===== config.mk =====
export PLATFORM = sky130hd
export DESIGN_NAME = ws2812_frame_driver
export DESIGN_NICKNAME = d
export VERILOG_FILES = /design/src/rtl/ws2812_pkg.sv /design/src/rtl/ws2812_bit_tx.sv /design/src/rtl/ws2812_frame_driver.sv
export SDC_FILE = /design/constraint.sdc
export NUM_CORES = 1
export LEC_CHECK = 0
export ABC_CLOCK_PERIOD_IN_PS = 3260
export CAP_MARGIN = 20
export CORE_MARGIN = 5
export CORE_UTILIZATION = 40
export DETAILED_ROUTE_END_ITERATION = 7
export GPL_TIMING_DRIVEN = 1
export MAX_ROUTING_LAYER = met4
export PLACE_DENSITY_LB_ADDON = 0.05
export SYNTH_ARGS = -nofsm -noshare
export SYNTH_HDL_FRONTEND = slang
export SYNTH_SLANG_ARGS = --single-unit

===== constraint.sdc =====
create_clock -name clk -period 3.26 [get_ports clk]
set_input_delay 0.489 -clock clk [delete_from_list [all_inputs] [get_ports clk]]
set_output_delay 0.489 -clock clk [all_outputs]
set_load 0.01 [all_outputs]

===== src/rtl/ws2812_pkg.sv =====
// Shared types and helpers for the WS2812 frame driver.
// Optional brightness scaling is enabled by defining WS2812_BRIGHTNESS_EN.
package ws2812_pkg;

  typedef enum logic [2:0] {IDLE, FETCH, CAPTURE, SEND, LATCH} state_t;

  localparam int BITS_PER_LED = 24;

  // RAM word is 0x00RRGGBB; the strip expects G, then R, then B.
  function automatic logic [23:0] grb_reorder(input logic [31:0] word);
    return {word[15:8], word[23:16], word[7:0]};
  endfunction

endpackage


===== src/rtl/ws2812_bit_tx.sv =====
// WS2812 bit serialiser: 24-bit shift register plus a per-bit down-counter.
// Loading on the final cycle of a word continues the stream with no gap.
module ws2812_bit_tx
  import ws2812_pkg::*;
#(
  parameter int BIT_CYC = 63,
  parameter int T0H_CYC = 20,
  parameter int T1H_CYC = 40
) (
  input  logic        clk,
  input  logic        reset_n,
  input  logic        load,
  input  logic [23:0] data,
  output logic        dout,
  output logic        last_bit_first_cycle,
  output logic        word_done
);

  localparam int CW = (BIT_CYC > 1) ? $clog2(BIT_CYC) : 1;
  localparam logic [CW-1:0] CNT_TOP  = CW'(BIT_CYC - 1);
  localparam logic [CW-1:0] EDGE_0   = CW'(BIT_CYC - T0H_CYC);
  localparam logic [CW-1:0] EDGE_1   = CW'(BIT_CYC - T1H_CYC);
  localparam logic [4:0]    LAST_BIT = 5'(BITS_PER_LED - 1);

  logic [23:0]   shreg;
  logic [CW-1:0] cnt;
  logic [4:0]    bit_idx;
  logic          active;

  assign last_bit_first_cycle = active && (bit_idx == LAST_BIT) && (cnt == CNT_TOP);
  assign word_done            = active && (bit_idx == LAST_BIT) && (cnt == '0);

  // dout is registered: each update computes the level for the following cycle.
  always_ff @(posedge clk or negedge reset_n) begin
    if (!reset_n) begin
      shreg   <= '0;
      cnt     <= '0;
      bit_idx <= '0;
      active  <= 1'b0;
      dout    <= 1'b0;
    end else if (load) begin
      shreg   <= data;
      cnt     <= CNT_TOP;
      bit_idx <= '0;
      active  <= 1'b1;
      dout    <= 1'b1;
    end else if (active) begin
      if (cnt == '0) begin
        if (bit_idx == LAST_BIT) begin
          active <= 1'b0;
          dout   <= 1'b0;
        end else begin
          shreg   <= {shreg[22:0], 1'b0};
          bit_idx <= bit_idx + 5'd1;
          cnt     <= CNT_TOP;
          dout    <= 1'b1;
        end
      end else begin
        cnt  <= cnt - 1'b1;
        dout <= (cnt > (shreg[23] ? EDGE_1 : EDGE_0));
      end
    end
  end

endmodule


===== src/rtl/ws2812_frame_driver.sv =====
// Reads NUM_LEDS colour words from RAM port 2 and streams them to a WS2812 strip.
// Define WS2812_BRIGHTNESS_EN to add a per-frame brightness input.
//
// state   | meaning
// IDLE    | waiting for start
// FETCH   | read of LED 0 issued to RAM
// CAPTURE | LED 0 word arrives, loaded into serialiser
// SEND    | bits on the wire; next word prefetched during bit 23
// LATCH   | strip latch low period, done on its final cycle
module ws2812_frame_driver
  import ws2812_pkg::*;
#(
  parameter int NUM_LEDS  = 64,
  parameter int BASE_ADDR = 0,
  parameter int ADDR_W    = 13,
  parameter int T0H_CYC   = 20,
  parameter int T1H_CYC   = 40,
  parameter int BIT_CYC   = 63,
  parameter int LATCH_CYC = 15000
) (
  input  logic              clk,
  input  logic              reset_n,
  input  logic              start,
`ifdef WS2812_BRIGHTNESS_EN
  input  logic [7:0]        brightness,
`endif
  output logic              busy,
  output logic              done,
  output logic [ADDR_W-1:0] mem_address,
  output logic              mem_chipselect,
  output logic              mem_write,
  output logic [3:0]        mem_byteenable,
  output logic              mem_clken,
  input  logic [31:0]       mem_readdata,
  output logic              led_dout
);

  if (NUM_LEDS < 1 || BASE_ADDR + NUM_LEDS > 8192) begin : g_bad_range
    $error("ws2812_frame_driver: LED range exceeds RAM");
  end
  if (BIT_CYC <= T1H_CYC) begin : g_bad_timing
    $error("ws2812_frame_driver: BIT_CYC must exceed T1H_CYC");
  end

  localparam int LW = (LATCH_CYC > 1) ? $clog2(LATCH_CYC) : 1;
  localparam logic [LW-1:0]     LATCH_TOP = LW'(LATCH_CYC - 1);
  localparam logic [ADDR_W-1:0] LAST_IDX  = ADDR_W'(NUM_LEDS - 1);

  state_t            state;
  logic [ADDR_W-1:0] idx;
  logic [LW-1:0]     latch_cnt;
  logic [23:0]       shadow;
  logic [23:0]       rd_grb;
  logic [23:0]       tx_data;
  logic              prefetch, prefetch_q;
  logic              tx_load, tx_last_first, tx_word_done;

  assign mem_write      = 1'b0;
  assign mem_byteenable = 4'hF;
  assign mem_clken      = 1'b1;

  assign prefetch       = (state == SEND) && tx_last_first && (idx != LAST_IDX);
  assign mem_chipselect = (state == FETCH) || prefetch;
  assign mem_address    = ADDR_W'(BASE_ADDR) + idx + {{(ADDR_W-1){1'b0}}, prefetch};

`ifdef WS2812_BRIGHTNESS_EN
  logic [7:0] bright_q;

  function automatic logic [7:0] dim(input logic [7:0] c, input logic [7:0] b);
    logic [15:0] p;
    p = {8'd0, c} * ({8'd0, b} + 16'd1);
    return p[15:8];
  endfunction

  always_ff @(posedge clk or negedge reset_n) begin
    if (!reset_n)                   bright_q <= 8'hFF;
    else if (state == IDLE && start) bright_q <= brightness;
  end

  assign rd_grb = {dim(grb_reorder(mem_readdata)[23:16], bright_q),
                   dim(grb_reorder(mem_readdata)[15:8],  bright_q),
                   dim(grb_reorder(mem_readdata)[7:0],   bright_q)};
`else
  assign rd_grb = grb_reorder(mem_readdata);
`endif

  assign tx_load = (state == CAPTURE) ||
                   ((state == SEND) && tx_word_done && (idx != LAST_IDX));
  assign tx_data = (state == CAPTURE) ? rd_grb : shadow;

  always_ff @(posedge clk or negedge reset_n) begin
    if (!reset_n) begin
      state      <= IDLE;
      idx        <= '0;
      busy       <= 1'b0;
      done       <= 1'b0;
      latch_cnt  <= '0;
      shadow     <= '0;
      prefetch_q <= 1'b0;
    end else begin
      prefetch_q <= prefetch;
      if (prefetch_q) shadow <= rd_grb;
      case (state)
        IDLE: begin
          done <= 1'b0;
          if (start) begin
            idx   <= '0;
            busy  <= 1'b1;
            state <= FETCH;
          end
        end
        FETCH:   state <= CAPTURE;
        CAPTURE: state <= SEND;
        SEND: begin
          if (tx_word_done) begin
            if (idx == LAST_IDX) begin
              state     <= LATCH;
              latch_cnt <= LATCH_TOP;
              done      <= (LATCH_TOP == '0);
            end else begin
              idx <= idx + 1'b1;
            end
          end
        end
        LATCH: begin
          if (latch_cnt == '0) begin
            state <= IDLE;
            busy  <= 1'b0;
            done  <= 1'b0;
            idx   <= '0;
          end else begin
            latch_cnt <= latch_cnt - 1'b1;
            done      <= (latch_cnt == LW'(1));
          end
        end
        default: state <= IDLE;
      endcase
    end
  end

  ws2812_bit_tx #(
    .BIT_CYC(BIT_CYC),
    .T0H_CYC(T0H_CYC),
    .T1H_CYC(T1H_CYC)
  ) u_bit_tx (
    .clk                  (clk),
    .reset_n              (reset_n),
    .load                 (tx_load),
    .data                 (tx_data),
    .dout                 (led_dout),
    .last_bit_first_cycle (tx_last_first),
    .word_done            (tx_word_done)
  );

endmodule


* After elaboration in Yosys (flattened, before gate mapping)
Index checks and enable logic that the tools add are counted.
** Cells by class
- $add $sub $neg :: 5
- Order comparisons :: 1
- Mux-type cells :: 42
- Multiply operators :: 0
- Reductions and logical operators :: 24
- Divide/modulo/power cells :: 0
- Shifts and indexed selects :: 0
- Bitwise operators :: 0
- Equality and inequality tests :: 17
** Operator list (number)
- 24-bit 2-to-1 mux :: 5
- 13-bit 2-to-1 mux :: 4
- 14-bit 2-to-1 mux :: 3
- 13-bit case mux with 3 select lines :: 1
- 6-bit 2-to-1 mux :: 5
- 14-bit case mux with 2 select lines :: 1
- 5-bit 2-to-1 mux :: 4
- 3-bit case mux with 5 select lines :: 1
- 14-bit by 1-bit == test with 1-bit output, second input constant :: 1
- 14-bit logical NOT :: 1
- 14-bit by 1-bit subtractor with 14-bit output, second input constant :: 1
- 13-bit by 1-bit adder with 13-bit output :: 1
- 13-bit by 1-bit adder with 13-bit output, second input constant :: 1
- 13-bit by 6-bit == test with 1-bit output, second input constant :: 1
- 13-bit by 6-bit inequality test with 1-bit output, second input constant :: 1
- 1-bit 2-to-1 mux :: 12
- 3-bit 2-to-1 mux :: 4
- 2-bit inequality test, second input constant :: 6
- 3-bit AND reduction :: 3
- 4-bit AND reduction :: 2
- 2-bit nonzero test :: 4
- 1-bit logical AND :: 7
- 3-bit by 2-bit == test with 1-bit output, second input constant :: 2
- 6-bit == test, second input constant :: 1
- other kinds (16) :: 17
** Word-level totals
- Bits in latches :: 0
- Logic and storage cells :: 101
- Memory bits (writable) :: 0
- Memories kept :: 0
- Memory bits (read-only) :: 0
- Register bits :: 94
- Output and inout bits :: 23

* Depth between registers and ports, before layout
- Depth in word-level cells :: 8
- Gate-level depth with buffers :: 11
- Mapped depth without buffers :: 10

* Hierarchy
Synthesis repeated with hierarchy kept, for this count alone.
** Unflattened totals
- Cells, all modules :: 525
- Area, all modules :: 5336.4 um^2
** Modules (own cells, without submodules)
- ws2812_frame_driver :: instances 1, cells each 325, area an instance 3400.8 um^2
- ws2812_bit_tx :: instances 1, cells each 200, area an instance 1935.6 um^2

* Least setup slack after synthesis
Ideal clock, no wire load.
- Path type :: register to output
- From :: register idx[0]
- To :: output mem_address[12]
- Path buffers :: 1
- Cell stages (with the launch flop) :: 12
- Path slack :: 0.378 ns
- Data arrival time :: 2.393 ns
- Required time :: 2.771 ns
- Path through :: dfrtp_1 ha_1 nand2_1 nand4bb_1 clkbuf_1 nand3_1 nor3_1 ha_1 ha_1 nand4_1 nor2_1 xor2_1
** Between the ends
- Longest elaborated chain between the ends :: 3
** RTL lines
- start, declared :: RTL line ws2812_frame_driver.sv:50 : logic [ADDR_W-1:0] idx;
- start signal, assigned :: RTL line ws2812_frame_driver.sv:121 : idx <= idx + 1'b1;
- 13-bit by 6-bit inequality test with 1-bit output :: RTL line ws2812_frame_driver.sv:62 : assign prefetch = (state == SEND) && tx_last_first && (idx != LAST_IDX);
- 1-bit logical AND :: RTL line ws2812_frame_driver.sv:62
- via prefetch :: RTL line ws2812_frame_driver.sv:55 : logic prefetch, prefetch_q;
- 13-bit by 1-bit adder with 13-bit output :: RTL line ws2812_frame_driver.sv:64 : assign mem_address = ADDR_W'(BASE_ADDR) + idx + {{(ADDR_W-1){1'b0}}, prefetch};
- end, declared :: RTL line ws2812_frame_driver.sv:29 : output logic [ADDR_W-1:0] mem_address,
The timed path passes the listed nets, and every way through them passes these cells.

* Final worst setup path
- From :: register idx[12]
- To :: output mem_address[1]
Same word-level chain as after synthesis.

==> metrics <==
status finished clean; Max Freq 321 MHz; hold_buf cts 0; core box area between 0.01 and 0.015 mm^2; Hold WC Path Type in -> async; area leader, netlist dfrtp_1; GRT Overall Usage between 10% and 20%; vias in the first global route a little over 4,000; WL final around 12,000 um; share of layout cells above drive strength 1 18.7%; Post-DP HPWL 8130 um; Most used DFF post-synth dfrtp_1; port bufs 43; post-synth cell types 54; Area growth syn-to-layout 22.3%; CTS tree yes; fin crit period 3.12 ns; fin. max-slew vios 0; CP required roughly 2.8 ns; H-tree depth 3; final setup TNS 0 ns; CP peak stage delay around 0.53 ns; Worst-path clk slew about 0.070 ns; count leader, synth dfrtp_1; worst path cell trace nor4_2 > buf_4 > nand4bb_4 > nand3_2 > nor3_2 > buf_4 > ha_2 > ha_4 > clkdlybuf4s50_1; initial antenna violation count 0; pwr dens between 300 and 400 mW/mm^2; Gate Count Post-Synth 521; Avg Cell Area, Syn approximately 9.7 um^2; crit-path leading delay family buffers and inverters; final setup vio count 0; Gate power share about 4%; I/O pins 58; NumNets Final 633; Clock Skews between 0.009 and 0.01 ns; Core Rows between 40 and 50; First-pass DRT Iterations 6; Worst slew margin between 20% and 30%; DR WL/cell 15.9 um; Initial Util 40.3%; RSZ-0062 raised after global routing false; grt ovf 0; clk_lat worst skew roughly 0.35 ns; # diodes 0; FF-to-FF path depth 5; Root Buffer clkbuf_16; Worst setup SP type flop; Bufs and invs on worst path 3; Hold Vio Cnt, Final 0; top cell type's share of synthesized area roughly 47%; gpl congestion around 0.81; largest cells by area after synthesis dfrtp_1, nand2_1, mux2_2, a221o_1, a21oi_1; cell internal pwr between 1500 and 2000 uW; FF-to-FF End idx[11]; Clock power frac 43.6%; FF-to-FF setup slack around 0.5 ns; number of maximum-capacitance violations 0; Worst Path Class, Setup reg -> out; Worst-Margin Slew 1.09 ns; Post-synth EDFFs 0; YS warnings 0; CP most frequent cell buf_4; Switching Fraction a little under a quarter; Leak 0.00265 uW; RR Startpoint u_bit_tx.cnt[3]; ys async rst share between 90% and 100%; pin count of the biggest net entering global routing 61; Die Ht about 120 um; mapped cell area roughly 0.0050 mm^2; net switching power roughly 520 uW; commonest cells in the netlist dfrtp_1, nand2_1, a21oi_1, clkbuf_1, nor2_1; routed vias ~4,100; slowest CP cell clkdlybuf4s50_1; Flop pwr share approximately 53%; Tcrit/Tclk final 95.6%; Seq/Total Area, Yosys 46.6%; Detail Route Antenna Nets 0; Final Util about half; Clock Sinks 94; drt first-iter violations about 250; maximum vdd drop approximately 180 uV; Die X between 100 and 150 um; Synth Register Bits 94; first-pass GRT wire length roughly 20,000 um; Crit Path Max Fanout 3; DR vias/cell about 5.4; Num CTS Buffers 9; # DRC 0; Max Root-Sink Buffers 2; DIE AREA roughly 0.015 mm^2; CP endpoint kind primary output; CP arrival approximately 2.6 ns
## stage by stage
step,area [um^2],hold WS [ns],setup WS [ns],cells,total power [uW]
final,6170,0.217,0.144,760,2270
after global routing,6170,0.307,0.00340,760,2350
after CTS,6130,0.260,-0.0485,756,2290
after detailed placement,5840,0.490,-0.0704,741,1300
after global placement,5840,0.489,0.0192,741,1300
after floorplan,5060,0.193,0.378,525,1240
## final cells by class
cell class	count	area (um^2)
well taps	172	215
inverters	7	26.3
flip-flops and latches	94	2350
fillers	1241	6340
multi-input cells	385	2590
clock buffers	10	229
clock inverters	5	35.0
repair buffers	87	731
## worst reg2reg max path, cell delays in order, from the launching register on
cell and delay (ns):
dfrtp_1 0.47, or4b_4 0.58, or4_1 0.55, or4_1 0.64, or3_1 0.35, nand3_1 0.09
## power by group through the flow
stage	combinational, uW	sequential (uW)	clock [uW]
finish	87.9	1190	988
global placement	88.8	1210	0
global route	100	1190	1060
detailed placement	91.1	1210	0
floorplan	29.0	1210	0
CTS	91.0	1190	1010
## layout by cell type, fill, tap and decap left out, types with 19 or more instances in the layout
master / netlist / routed
xnor2_1: 19 / 19
dfrtp_1: 94 / 94
a221o_1: 23 / 23
clkdlybuf4s50_1: 0 / 31
nor2_1: 27 / 25
a21oi_1: 43 / 43
mux2_2: 24 / 24
buf_4: 7 / 44
nand2_1: 79 / 79
nand3_1: 23 / 21
## logic make-up after synthesis
kind of cell               synth area share [%]
AOI/OAI and AO/OA                          14.6
xor gates and xnor gates                   4.51
adders and majority gates                  3.47
buffers and inverters                      3.99
DFF                                        46.6
muxes                                      6.14
other                                     0.149
and+or+nand+nor                            20.6
## per-layer routing
layer	GRT usage (%)	routed length (um)
met1	24.9	5870
met3	2.63	395
met2	26.5	5630
met5	-	0
met4	5.88	182
## repair_timing
action | CTS | global route
gates resized for setup | 19 | 16
pin swaps | 1 | 9
endpoints found under the hold margin | 0 | 0
setup endpoints to repair | 11 | 8
buffers inserted | 0 | 3
## sequential cells by signal, summed over array words and instances (netlist names)
| signal | count |
|---|---|
| done | 1 |
| busy | 1 |
| prefetch_q | 1 |
| u_bit_tx.shreg | 24 |
| shadow | 24 |
| u_bit_tx.active | 1 |
| latch_cnt | 14 |
| u_bit_tx.dout | 1 |
| state | 3 |
| u_bit_tx.cnt | 6 |
| u_bit_tx.bit_idx | 5 |
| idx | 13 |
## worst max-delay path by stage
| stage | startpoint | endpoint | slack, ns | depth (start not counted) |
|---|---|---|---|---|
| floorplan | idx[0] | mem_address[12] | 0.38 | 11 |
| global placement | u_bit_tx.bit_idx[0] | mem_address[12] | 0.02 | 12 |
| finish | idx[12] | mem_address[1] | 0.14 | 9 |
| global route | u_bit_tx.bit_idx[1] | mem_address[12] | 0.003 | 12 |
| detailed placement | u_bit_tx.bit_idx[1] | mem_address[12] | -0.07 | 12 |
| CTS | u_bit_tx.bit_idx[1] | mem_address[12] | -0.05 | 12 |
Power figures use the tool's default switching activity.
